$ cat src/rtl/muldiv_pkg.sv
// rtl/muldiv_pkg.sv - shared op/state types for the iterative multiply/divide sequencer
package muldiv_pkg;

  localparam int DEFAULT_WIDTH = 32;
  localparam int ITER_W        = $clog2(DEFAULT_WIDTH + 1);

  typedef enum logic [1:0] {
    OP_MULT  = 2'b00,
    OP_MULTU = 2'b01,
    OP_DIV   = 2'b10,
    OP_DIVU  = 2'b11
  } op_e;

  typedef enum logic [1:0] {
    IDLE,
    RUN,
    FIX,
    DONE
  } state_e;

  function automatic logic op_is_div(op_e op);
    return op[1];
  endfunction

  function automatic logic op_is_signed(op_e op);
    return !op[0];
  endfunction

endpackage

$ cat src/rtl/muldiv_sequencer_if.sv
// rtl/muldiv_sequencer_if.sv - core <-> multiply/divide sequencer signal bundle
interface muldiv_sequencer_if #(parameter int WIDTH = 32);
  import muldiv_pkg::*;

  logic             start;
  op_e              op;
  logic [WIDTH-1:0] rs_data;
  logic [WIDTH-1:0] rt_data;
  logic             flush;
  logic             hi_we;
  logic             lo_we;
  logic [WIDTH-1:0] wdata;
  logic             busy;
  logic             done;
  logic             div_zero;
  logic [WIDTH-1:0] hi;
  logic [WIDTH-1:0] lo;

  modport master (
    output start, op, rs_data, rt_data, flush, hi_we, lo_we, wdata,
    input  busy, done, div_zero, hi, lo
  );

  modport slave (
    input  start, op, rs_data, rt_data, flush, hi_we, lo_we, wdata,
    output busy, done, div_zero, hi, lo
  );

endinterface

$ cat src/rtl/muldiv_step_unit.sv
// rtl/muldiv_step_unit.sv - one radix-2 shift-add (mult) or restoring shift-subtract (div) step
module muldiv_step_unit #(
  parameter int WIDTH = 32
) (
  input  logic             is_div,
  input  logic [WIDTH-1:0] acc,
  input  logic [WIDTH-1:0] q,
  input  logic [WIDTH-1:0] b,
  output logic [WIDTH-1:0] acc_nxt,
  output logic [WIDTH-1:0] q_nxt
);

  logic [WIDTH:0]   sum;
  logic [WIDTH:0]   shifted;
  logic [WIDTH-1:0] diff;
  logic             ge;

  // Mult: {acc,q} >>= 1 after adding b on q[0]; div: shift dividend bit into acc, subtract if it fits
  always_comb begin
    sum     = {1'b0, acc} + (q[0] ? {1'b0, b} : {(WIDTH+1){1'b0}});
    shifted = {acc, q[WIDTH-1]};
    ge      = (shifted >= {1'b0, b});
    // when ge holds the true difference is below b, so WIDTH bits are enough
    diff    = shifted[WIDTH-1:0] - b;
    if (is_div) begin
      acc_nxt = ge ? diff : shifted[WIDTH-1:0];
      q_nxt   = {q[WIDTH-2:0], ge};
    end else begin
      acc_nxt = sum[WIDTH:1];
      q_nxt   = {sum[0], q[WIDTH-1:1]};
    end
  end

endmodule

$ cat src/rtl/muldiv_sequencer.sv
// rtl/muldiv_sequencer.sv - iterative MULT/MULTU/DIV/DIVU controller owning HI/LO; option MULDIV_EARLY_OUT_EN
import muldiv_pkg::*;

module muldiv_sequencer #(
  parameter int WIDTH = 32
) (
  input  logic               clk,
  input  logic               rst_n,
  muldiv_sequencer_if.slave  bus
);

  localparam int             CNT_W = $clog2(WIDTH + 1);
  localparam logic [CNT_W-1:0] LAST = CNT_W'(WIDTH - 1);

  state_e             state, state_nxt;
  op_e                op_q;
  logic [WIDTH-1:0]   acc, q, b;
  logic [CNT_W-1:0]   cnt;
  logic               neg_res, neg_rem;
  logic [WIDTH-1:0]   acc_nxt, q_nxt;
  logic [WIDTH-1:0]   abs_rs, abs_rt;
  logic [WIDTH-1:0]   fix_hi, fix_lo;
  logic [2*WIDTH-1:0] prod;
  logic [WIDTH-1:0]   hi_q, lo_q;
  logic               div_zero_q;
  logic               sgn, accept, run_last, busy;
`ifdef MULDIV_EARLY_OUT_EN
  logic [WIDTH-1:0]   mrem;
`endif

  muldiv_step_unit #(.WIDTH(WIDTH)) u_step (
    .is_div  (op_is_div(op_q)),
    .acc     (acc),
    .q       (q),
    .b       (b),
    .acc_nxt (acc_nxt),
    .q_nxt   (q_nxt)
  );

  // Operand magnitudes and launch qualification; flush always wins over start
  always_comb begin
    sgn    = op_is_signed(bus.op);
    abs_rs = (sgn && bus.rs_data[WIDTH-1]) ? -bus.rs_data : bus.rs_data;
    abs_rt = (sgn && bus.rt_data[WIDTH-1]) ? -bus.rt_data : bus.rt_data;
    accept = ((state == IDLE) || (state == DONE)) && bus.start && !bus.flush;
    run_last = (cnt == LAST);
`ifdef MULDIV_EARLY_OUT_EN
    // the step in flight consumes mrem[0]; stop once nothing above it remains
    if (!op_is_div(op_q) && ((mrem >> 1) == '0)) run_last = 1'b1;
`endif
  end

  // FSM state register
  always_ff @(posedge clk or negedge rst_n) begin
    if (!rst_n) state <= IDLE;
    else        state <= state_nxt;
  end

  // FSM next state and status outputs
  always_comb begin
    state_nxt = state;
    busy      = (state == RUN) || (state == FIX);
    unique case (state)
      IDLE:    if (accept) state_nxt = RUN;
      RUN:     if (run_last) state_nxt = FIX;
      FIX:     state_nxt = DONE;
      DONE:    state_nxt = accept ? RUN : IDLE;
      default: state_nxt = IDLE;
    endcase
    if (bus.flush) state_nxt = IDLE;
  end

  // Sign correction of the raw magnitude results
  always_comb begin
    prod = {acc, q};
`ifdef MULDIV_EARLY_OUT_EN
    // an early exit leaves the product high by the number of skipped steps
    prod = prod >> (CNT_W'(WIDTH) - cnt);
`endif
    if (neg_res) prod = -prod;
    fix_hi = neg_rem ? -acc : acc;
    fix_lo = neg_res ? -q : q;
    if (b == '0) fix_lo = '1;
  end

  // Operand capture at launch, one iteration per RUN cycle
  always_ff @(posedge clk or negedge rst_n) begin
    if (!rst_n) begin
      op_q    <= OP_MULT;
      acc     <= '0;
      q       <= '0;
      b       <= '0;
      cnt     <= '0;
      neg_res <= 1'b0;
      neg_rem <= 1'b0;
`ifdef MULDIV_EARLY_OUT_EN
      mrem    <= '0;
`endif
    end else if (accept) begin
      op_q    <= bus.op;
      acc     <= '0;
      cnt     <= '0;
      neg_res <= sgn & (bus.rs_data[WIDTH-1] ^ bus.rt_data[WIDTH-1]);
      neg_rem <= sgn & bus.rs_data[WIDTH-1];
      q       <= op_is_div(bus.op) ? abs_rs : abs_rt;
      b       <= op_is_div(bus.op) ? abs_rt : abs_rs;
`ifdef MULDIV_EARLY_OUT_EN
      mrem    <= abs_rt;
`endif
    end else if (state == RUN) begin
      acc <= acc_nxt;
      q   <= q_nxt;
      cnt <= cnt + 1'b1;
`ifdef MULDIV_EARLY_OUT_EN
      mrem <= mrem >> 1;
`endif
    end
  end

  // HI/LO and div_zero: result writeback on DONE entry, MTHI/MTLO only while idle
  always_ff @(posedge clk or negedge rst_n) begin
    if (!rst_n) begin
      hi_q       <= '0;
      lo_q       <= '0;
      div_zero_q <= 1'b0;
    end else if ((state == FIX) && !bus.flush) begin
      hi_q       <= op_is_div(op_q) ? fix_hi : prod[2*WIDTH-1:WIDTH];
      lo_q       <= op_is_div(op_q) ? fix_lo : prod[WIDTH-1:0];
      div_zero_q <= op_is_div(op_q) && (b == '0);
    end else begin
      if (accept) div_zero_q <= 1'b0;
      if (!busy && bus.hi_we) hi_q <= bus.wdata;
      if (!busy && bus.lo_we) lo_q <= bus.wdata;
    end
  end

  assign bus.busy     = busy;
  assign bus.done     = (state == DONE);
  assign bus.div_zero = div_zero_q;
  assign bus.hi       = hi_q;
  assign bus.lo       = lo_q;

endmodule

$ cat src/flat_wrapper.sv
// flat-port wrapper written by rule: the top's interface ports become plain ports
module muldiv_sequencer_flat 
#(
  parameter int WIDTH = 32
)
  (clk, rst_n, bus_start, bus_op, bus_rs_data, bus_rt_data, bus_flush, bus_hi_we, bus_lo_we, bus_wdata, bus_busy, bus_done, bus_div_zero, bus_hi, bus_lo);
  muldiv_sequencer_if #(.WIDTH(WIDTH)) bus_i ();
  input  logic clk;
  input  logic rst_n;
  input wire logic [$bits(bus_i.start)-1:0] bus_start;
  input wire logic [$bits(bus_i.op)-1:0] bus_op;
  input wire logic [$bits(bus_i.rs_data)-1:0] bus_rs_data;
  input wire logic [$bits(bus_i.rt_data)-1:0] bus_rt_data;
  input wire logic [$bits(bus_i.flush)-1:0] bus_flush;
  input wire logic [$bits(bus_i.hi_we)-1:0] bus_hi_we;
  input wire logic [$bits(bus_i.lo_we)-1:0] bus_lo_we;
  input wire logic [$bits(bus_i.wdata)-1:0] bus_wdata;
  output wire logic [$bits(bus_i.busy)-1:0] bus_busy;
  output wire logic [$bits(bus_i.done)-1:0] bus_done;
  output wire logic [$bits(bus_i.div_zero)-1:0] bus_div_zero;
  output wire logic [$bits(bus_i.hi)-1:0] bus_hi;
  output wire logic [$bits(bus_i.lo)-1:0] bus_lo;
  assign bus_i.start = bus_start;
  assign bus_i.op = bus_op;
  assign bus_i.rs_data = bus_rs_data;
  assign bus_i.rt_data = bus_rt_data;
  assign bus_i.flush = bus_flush;
  assign bus_i.hi_we = bus_hi_we;
  assign bus_i.lo_we = bus_lo_we;
  assign bus_i.wdata = bus_wdata;
  assign bus_busy = bus_i.busy;
  assign bus_done = bus_i.done;
  assign bus_div_zero = bus_i.div_zero;
  assign bus_hi = bus_i.hi;
  assign bus_lo = bus_i.lo;
  muldiv_sequencer #(.WIDTH(WIDTH)) u_core (.clk(clk), .rst_n(rst_n), .bus(bus_i));
endmodule
$ cat config.mk
export PLATFORM = sky130hd
export DESIGN_NAME = muldiv_sequencer_flat
export DESIGN_NICKNAME = d
export VERILOG_FILES = /design/src/rtl/muldiv_pkg.sv /design/src/rtl/muldiv_sequencer_if.sv /design/src/rtl/muldiv_step_unit.sv /design/src/rtl/muldiv_sequencer.sv /design/src/flat_wrapper.sv
export SDC_FILE = /design/constraint.sdc
export NUM_CORES = 1
export LEC_CHECK = 0
export ABC_AREA = 0
export ABC_CLOCK_PERIOD_IN_PS = 8100
export CORE_MARGIN = 2
export CORE_UTILIZATION = 55
export CTS_CLUSTER_SIZE = 14
export DETAILED_ROUTE_END_ITERATION = 10
export DONT_BUFFER_PORTS = 1
export GPL_TIMING_DRIVEN = 0
export PLACE_DENSITY = 0.78
export SLEW_MARGIN = 20
export SYNTH_ARGS = -nofsm -noshare
export SYNTH_HDL_FRONTEND = slang
export SYNTH_SLANG_ARGS = --single-unit
$ cat constraint.sdc
create_clock -name clk -period 8.1 [get_ports clk]
set_clock_uncertainty 0.15 [all_clocks]
set_input_delay 2.025 -clock clk [delete_from_list [all_inputs] [get_ports clk]]
set_output_delay 2.025 -clock clk [all_outputs]
set_load 0.03 [all_outputs]
# --- Yosys cells after proc, flatten, opt, wreduce, memory -nomap -nowiden ---
# Cells that the tools add are included.
op_classes:
  n_bitwise: 3
  eq_ne: 6
  reduce_logical: 20
  n_lt_le_gt_ge: 1
  muxes: 31
  add_sub_neg: 8
op_table:
  columns: ["operator", "count"]
  rows:
  - ["$mux 32", 21]
  - ["$neg 32->32", 4]
  - ["$mux 64", 1]
  - ["$neg 64->64", 1]
  - ["$add 32x33->33", 1]
  - ["$ge 33x32->1", 1]
  - ["$logic_not 32->1", 1]
  - ["$sub 32x32->32", 1]
  - ["$mux 6", 2]
  - ["$logic_and 1x1->1", 8]
  - ["$pmux 2 s4", 1]
  - ["$reduce_bool 2->1", 4]
  - ["$add 6x1->6 const B", 1]
  - ["$eq 6x5->1 const B", 1]
  - ["$mux 2", 3]
  - ["$ne 3x2->1 const B", 2]
  - ["$eq 2x2->1 const B", 2]
  - ["$logic_not 1->1", 3]
  - ["$mux 1", 3]
  - ["$and 1x1->1", 2]
  - ["$eq 2x1->1 const B", 1]
  - ["$logic_not 2->1", 1]
  - ["$logic_or 1x1->1", 2]
  - ["$reduce_and 2->1", 1]
  - ["$xor 1x1->1", 1]
totals:
  elab_cells: 80
  regBits: 173
  input_bits: 104
  out_inout_bits: 67

# --- Depth between registers and ports, before layout ---
logic_depth:
  depth_word: 7
  depth_mapped: 14
  depth_no_buf: 13

# --- Modules after synthesis ---
# From an unflattened synthesis, not the netlist that was laid out.
unflattened:
  cells_unflattened: 2014
  hier_area_um2: 16498.3
by_module_without_submodules:
  columns: ["module", "cells_per_inst", "instances", "seq_area_each_um2", "area_per_inst_um2"]
  rows:
  - ["muldiv_sequencer", 1309, 1, 4304.1, 11631.2]
  - ["muldiv_step_unit", 705, 1, 0.0, 4867.2]

# --- Worst setup path after synthesis ---
# Ideal clock, no wire load.
synth_timing:
  path_kind: "input -> register"
  from: "in bus_rt_data[4]"
  to: "reg u_core.b[26]"
  setup_slack_ps: 3954
  n_path_buf: 0
  t_arrival_ps: 3863
  setup_ps: 133
  cell_stages: 7
  required_ps: 7817
  cell_sequence: "nor4_1 nand4_1 o31ai_1 o21ai_0 xor2_1 a211oi_1 a21oi_1"
synth_via:
  elab_chain_cells: 3
synth_rtl:
  columns: ["element", "line", "text"]
  rows:
  - ["start, declared", "flat_wrapper.sv:13", "input wire logic [$bits(bus_i.rt_data)-1:0] bus_rt_data;"]
  - ["$neg 32->32", "muldiv_sequencer.sv:44", "abs_rt = (sgn && bus.rt_data[WIDTH-1]) ? -bus.rt_data : bus.rt_data;"]
  - ["$mux 32", "muldiv_sequencer.sv:44", null]
  - ["$mux 32", "muldiv_sequencer.sv:106", "b <= op_is_div(bus.op) ? abs_rt : abs_rs;"]
  - ["end signal, assigned", "muldiv_sequencer.sv:106", null]
  - ["end, declared", "muldiv_sequencer.sv:17", "logic [WIDTH-1:0] acc, q, b;"]
# Every way passes these cells.
# A chain may end at the register's enable or synchronous reset.

# --- Worst setup path after layout ---
layout_timing:
  from: "reg u_core.q[0]"
  to: "reg u_core.acc[27]"
layout_via:
  elab_chain_cells: 5
layout_rtl:
  columns: ["element", "line", "text"]
  rows:
  - ["start, declared", "muldiv_sequencer.sv:17", null]
  - ["start signal, assigned", "muldiv_sequencer.sv:105", "q <= op_is_div(bus.op) ? abs_rs : abs_rt;"]
  - ["start signal, assigned", "muldiv_sequencer.sv:112", "q <= q_nxt;"]
  - ["$mux 32", "muldiv_step_unit.sv:20", "sum = {1'b0, acc} + (q[0] ? {1'b0, b} : {(WIDTH+1){1'b0}});"]
  - ["$add 32x33->33", "muldiv_step_unit.sv:20", null]
  - ["$mux 32", "muldiv_step_unit.sv:25", "if (is_div) begin"]
  - ["$mux 32", "muldiv_sequencer.sv:110", "end else if (state == RUN) begin"]
  - ["$mux 32", "muldiv_sequencer.sv:99", "end else if (accept) begin"]
  - ["end signal, assigned", "muldiv_sequencer.sv:111", "acc <= acc_nxt;"]
  - ["end, declared", "muldiv_sequencer.sv:17", null]
# Every way passes these cells. The select of a mux whose other input is x is not followed.

==> results.sh <==
export IMPL_grt_max_degree=173
export IMPL_die_h_um=172
export IMPL_ys_seq_area_share_pct=27.8
export IMPL_synth_distinct_cells=74
export IMPL_antenna_left=0
export IMPL_post_cts_buffers=0
export IMPL_yosys_top_cells_area="dfrtp_1 28%, o21ai_0 6.4%, nand2_1 6.0%"
export IMPL_final_cell_mix="246 x nand2_1, 199 x o21ai_0, 172 x dfrtp_1"
export IMPL_drt_vias_per_instance=6.70
export IMPL_tns_ps=0
export IMPL_clk_latency_ps=450
export IMPL_coreArea_um2=27700
export IMPL_synth_fa_ha_area_share_pct=6.16
export IMPL_postLayoutCellArea_um2=16600
export IMPL_worst_setup_path_type="register to register"
export IMPL_synth_xor_area_share_pct=9.68
export IMPL_tightest_slew_ps=1060
export IMPL_area_delta_synth_final_pct=7.17
export IMPL_fin_crit_ps=4680
export IMPL_postCtsHoldBufs=0
export IMPL_die_area_um2=29500
export IMPL_worstPathRequired_ps=8290
export IMPL_synthCells=2006
export IMPL_routedWlPerCell_um=24.2
export IMPL_final_layout_size_suffix_gt1_share_pct=3.88
export IMPL_clk_pin_slew_ps=80
export IMPL_synthMuxAreaShare_pct=5.36
export IMPL_p_leak_nw=6.88
export IMPL_hold_violations=0
export IMPL_setup_violations=0
export IMPL_wl_um=58400
export IMPL_grtUsageTotal_pct=39.5
export IMPL_netlist_area_um2=15500
export IMPL_hold_class="register to register"
export IMPL_num_fill_cells=2597
export IMPL_cts_buffers=17
export IMPL_critPathMaxStageDelay_ps=580
export IMPL_drv_cap=0
export IMPL_synth_edff_count=0
export IMPL_first_pass_iters=6
export IMPL_crit_path_cell_trace="inv_1 > clkbuf_1 > nor2_1 > ha_1 > o211ai_1 > a21oi_1 > or3_1 > a31oi_1 > o21ai_0 > a41oi_1 > xor2_1 > nand2_1 > a32o_1"
export IMPL_peakVddDrop_uv=212
export IMPL_synth_top_family_by_area="compound AO/OA/AOI/OAI gates"
export IMPL_num_vias=16200
export IMPL_power_density_nw_per_um2=462
export IMPL_p_total_mw=7.66
export IMPL_synth_flop_cell="dfrtp_1"
export IMPL_synth_simple_gate_area_share_pct=19.6
export IMPL_postCtsResizedCells=0
export IMPL_syn_area_per_cell_um2=7.71
export IMPL_drc=0
export IMPL_portBuffers=0
export IMPL_end_kind="register"
export IMPL_synth_compound_area_share_pct=26.5
export IMPL_diodes=0
export IMPL_ys_warnings_count=0
export IMPL_die_w_um=172
export IMPL_fmax_ghz=0.213
export IMPL_cts_sinks=172
export IMPL_async_flop_share_pct=100
export IMPL_synth_top_area_cell="dfrtp_1"
export IMPL_finalNetCount=2204
export IMPL_netlist_area_leader_share_pct=27.8
export IMPL_grt_pass1_vias=15200
export IMPL_htree_levels=4
export IMPL_final_common_cell="nand2_1"
export IMPL_cts_root_buf="clkbuf_16"
export IMPL_synth_nets=2185
export IMPL_fin_crit_sh_pct=57.8
export IMPL_initial_core_util_pct=55.9
export IMPL_ys_ff_latch=172
export IMPL_io_pins=171
export IMPL_grt_antenna_before_repair=1
export IMPL_grt_pass1_wl_um=88400
export IMPL_startpoint_type="register"
export IMPL_crit_family="compound AO/OA/AOI/OAI gates"
export IMPL_clockBufferDepth=2
export IMPL_hold_ws_ps=378
export IMPL_drtIter0Drc=2112
export IMPL_cp_slowest_cell="clkbuf_1"
export IMPL_grt_setup_unrepaired="false"
export IMPL_overflow=0
export IMPL_placed_area_um2=15900
export IMPL_cp_buffers_inverters=2
export IMPL_outcome="complete, no violations"
export IMPL_critPathArrivalTime_ps=4880
export IMPL_cp_max_fo=10
export IMPL_hpwl_um=46000
export IMPL_max_slew_margin_rel_pct=28.9
export IMPL_gp_congestion=1.02
export IMPL_num_rows=61
export IMPL_drv_slew=0
export IMPL_cts_tree="yes"
export IMPL_final_core_util_pct=59.9
==> worst paths after layout <==
| check | from | to | slack, ps | depth (start not counted) |
|---|---|---|---|---|
| worst max-delay path | u_core.q[0] | u_core.acc[27] | 3420 | 13 |
| worst max register to register | u_core.q[0] | u_core.acc[27] | 3420 | 13 |
| worst min-delay path | u_core.b[20] | u_core.b[20] | 380 | 2 |
| worst min register to register | u_core.b[20] | u_core.b[20] | 380 | 2 |
| max in group asynchronous | rst_n | u_core.b[30] | 6260 | 0 |
| min in group asynchronous | rst_n | u_core.bus.hi[26] | 1100 | 0 |
==> flip-flops by register name (all words and copies together) (netlist names) <==
name	flops
u_core.acc	32
u_core.b	32
u_core.bus.hi	32
u_core.bus.lo	32
u_core.q	32
u_core.cnt	6
u_core.state	2
u_core.bus.div_zero	1
u_core.neg_rem	1
u_core.neg_res	1
u_core.op_q	1
==> layout make-up <==
type / instances / area, um^2 / area share [%]
multi-input cells: 1641 / 10400 / 62.9
flip-flops and latches: 172 / 4300 / 26.0
plain buffers: 127 / 499 / 3.01
well taps: 378 / 473 / 2.85
clock buffers: 17 / 425 / 2.57
inverters: 66 / 248 / 1.49
clock inverters: 15 / 205 / 1.24
==> cells by family (layout without fill, tap and decap cells) <==
family          count (synthesis)  in the layout
buf+inv                       193            225
xor+xnor                      171            171
mux                            81             81
fa+ha+maj                      75             75
flops                         172            172
simple gates                  651            651
compound gates                663            663
==> metal layers <==
layer	up-vias	routed length (um)	part of all wire, %	global-route usage [%]
li1	7298	-	-	-
met1	7640	23200	40	52.5
met2	1073	25100	43	60.7
met3	169	6920	12	8.31
met4	0	3260	5.6	19.9
met5	-	0	0	0
==> cells in the mapped netlist (9+ instances only) <==
| cell type | n |
|---|---|
| nand2_1 | 246 |
| o21ai_0 | 199 |
| dfrtp_1 | 172 |
| a21oi_1 | 165 |
| nor2_1 | 163 |
| clkbuf_1 | 104 |
| xnor2_1 | 98 |
| ha_1 | 73 |
| xor2_1 | 73 |
| mux2i_1 | 66 |
| inv_1 | 65 |
| o211ai_1 | 57 |
| nor3_1 | 40 |
| o22ai_1 | 35 |
| a21o_1 | 32 |
| nor4_1 | 31 |
| nand3_1 | 30 |
| a211oi_1 | 22 |
| nand2b_1 | 22 |
| o31ai_1 | 22 |
| nand4_1 | 18 |
| a22oi_1 | 17 |
| buf_1 | 17 |
| a31oi_1 | 16 |
| and2_1 | 16 |
| and3_1 | 15 |
| mux2_2 | 15 |
| or3_1 | 15 |
| nor2b_1 | 13 |
| o21a_1 | 12 |
| or4_1 | 10 |
| nand3b_1 | 9 |
==> stage by stage <==
step	setup WS, ps	std cells
after floorplan	3950	2006
after global placement	3210	2384
after detailed placement	3140	2384
after CTS	3580	2416
after global routing	3250	2416
final	3420	2416
==> power by group <==
group	internal, mW	switching [mW]
combinational	1.74	2.97
sequential	1.25	0.827
clock	0.428	0.447
total	3.42	4.24
==> worst min-delay path: cells and delay by family (launching register included) <==
| family | cells | cell delay (ps) |
|---|---|---|
| compound gates | 1 | 60 |
| simple gates | 1 | 60 |
| flops | 1 | 380 |
Power figures use the tool's default switching activity.
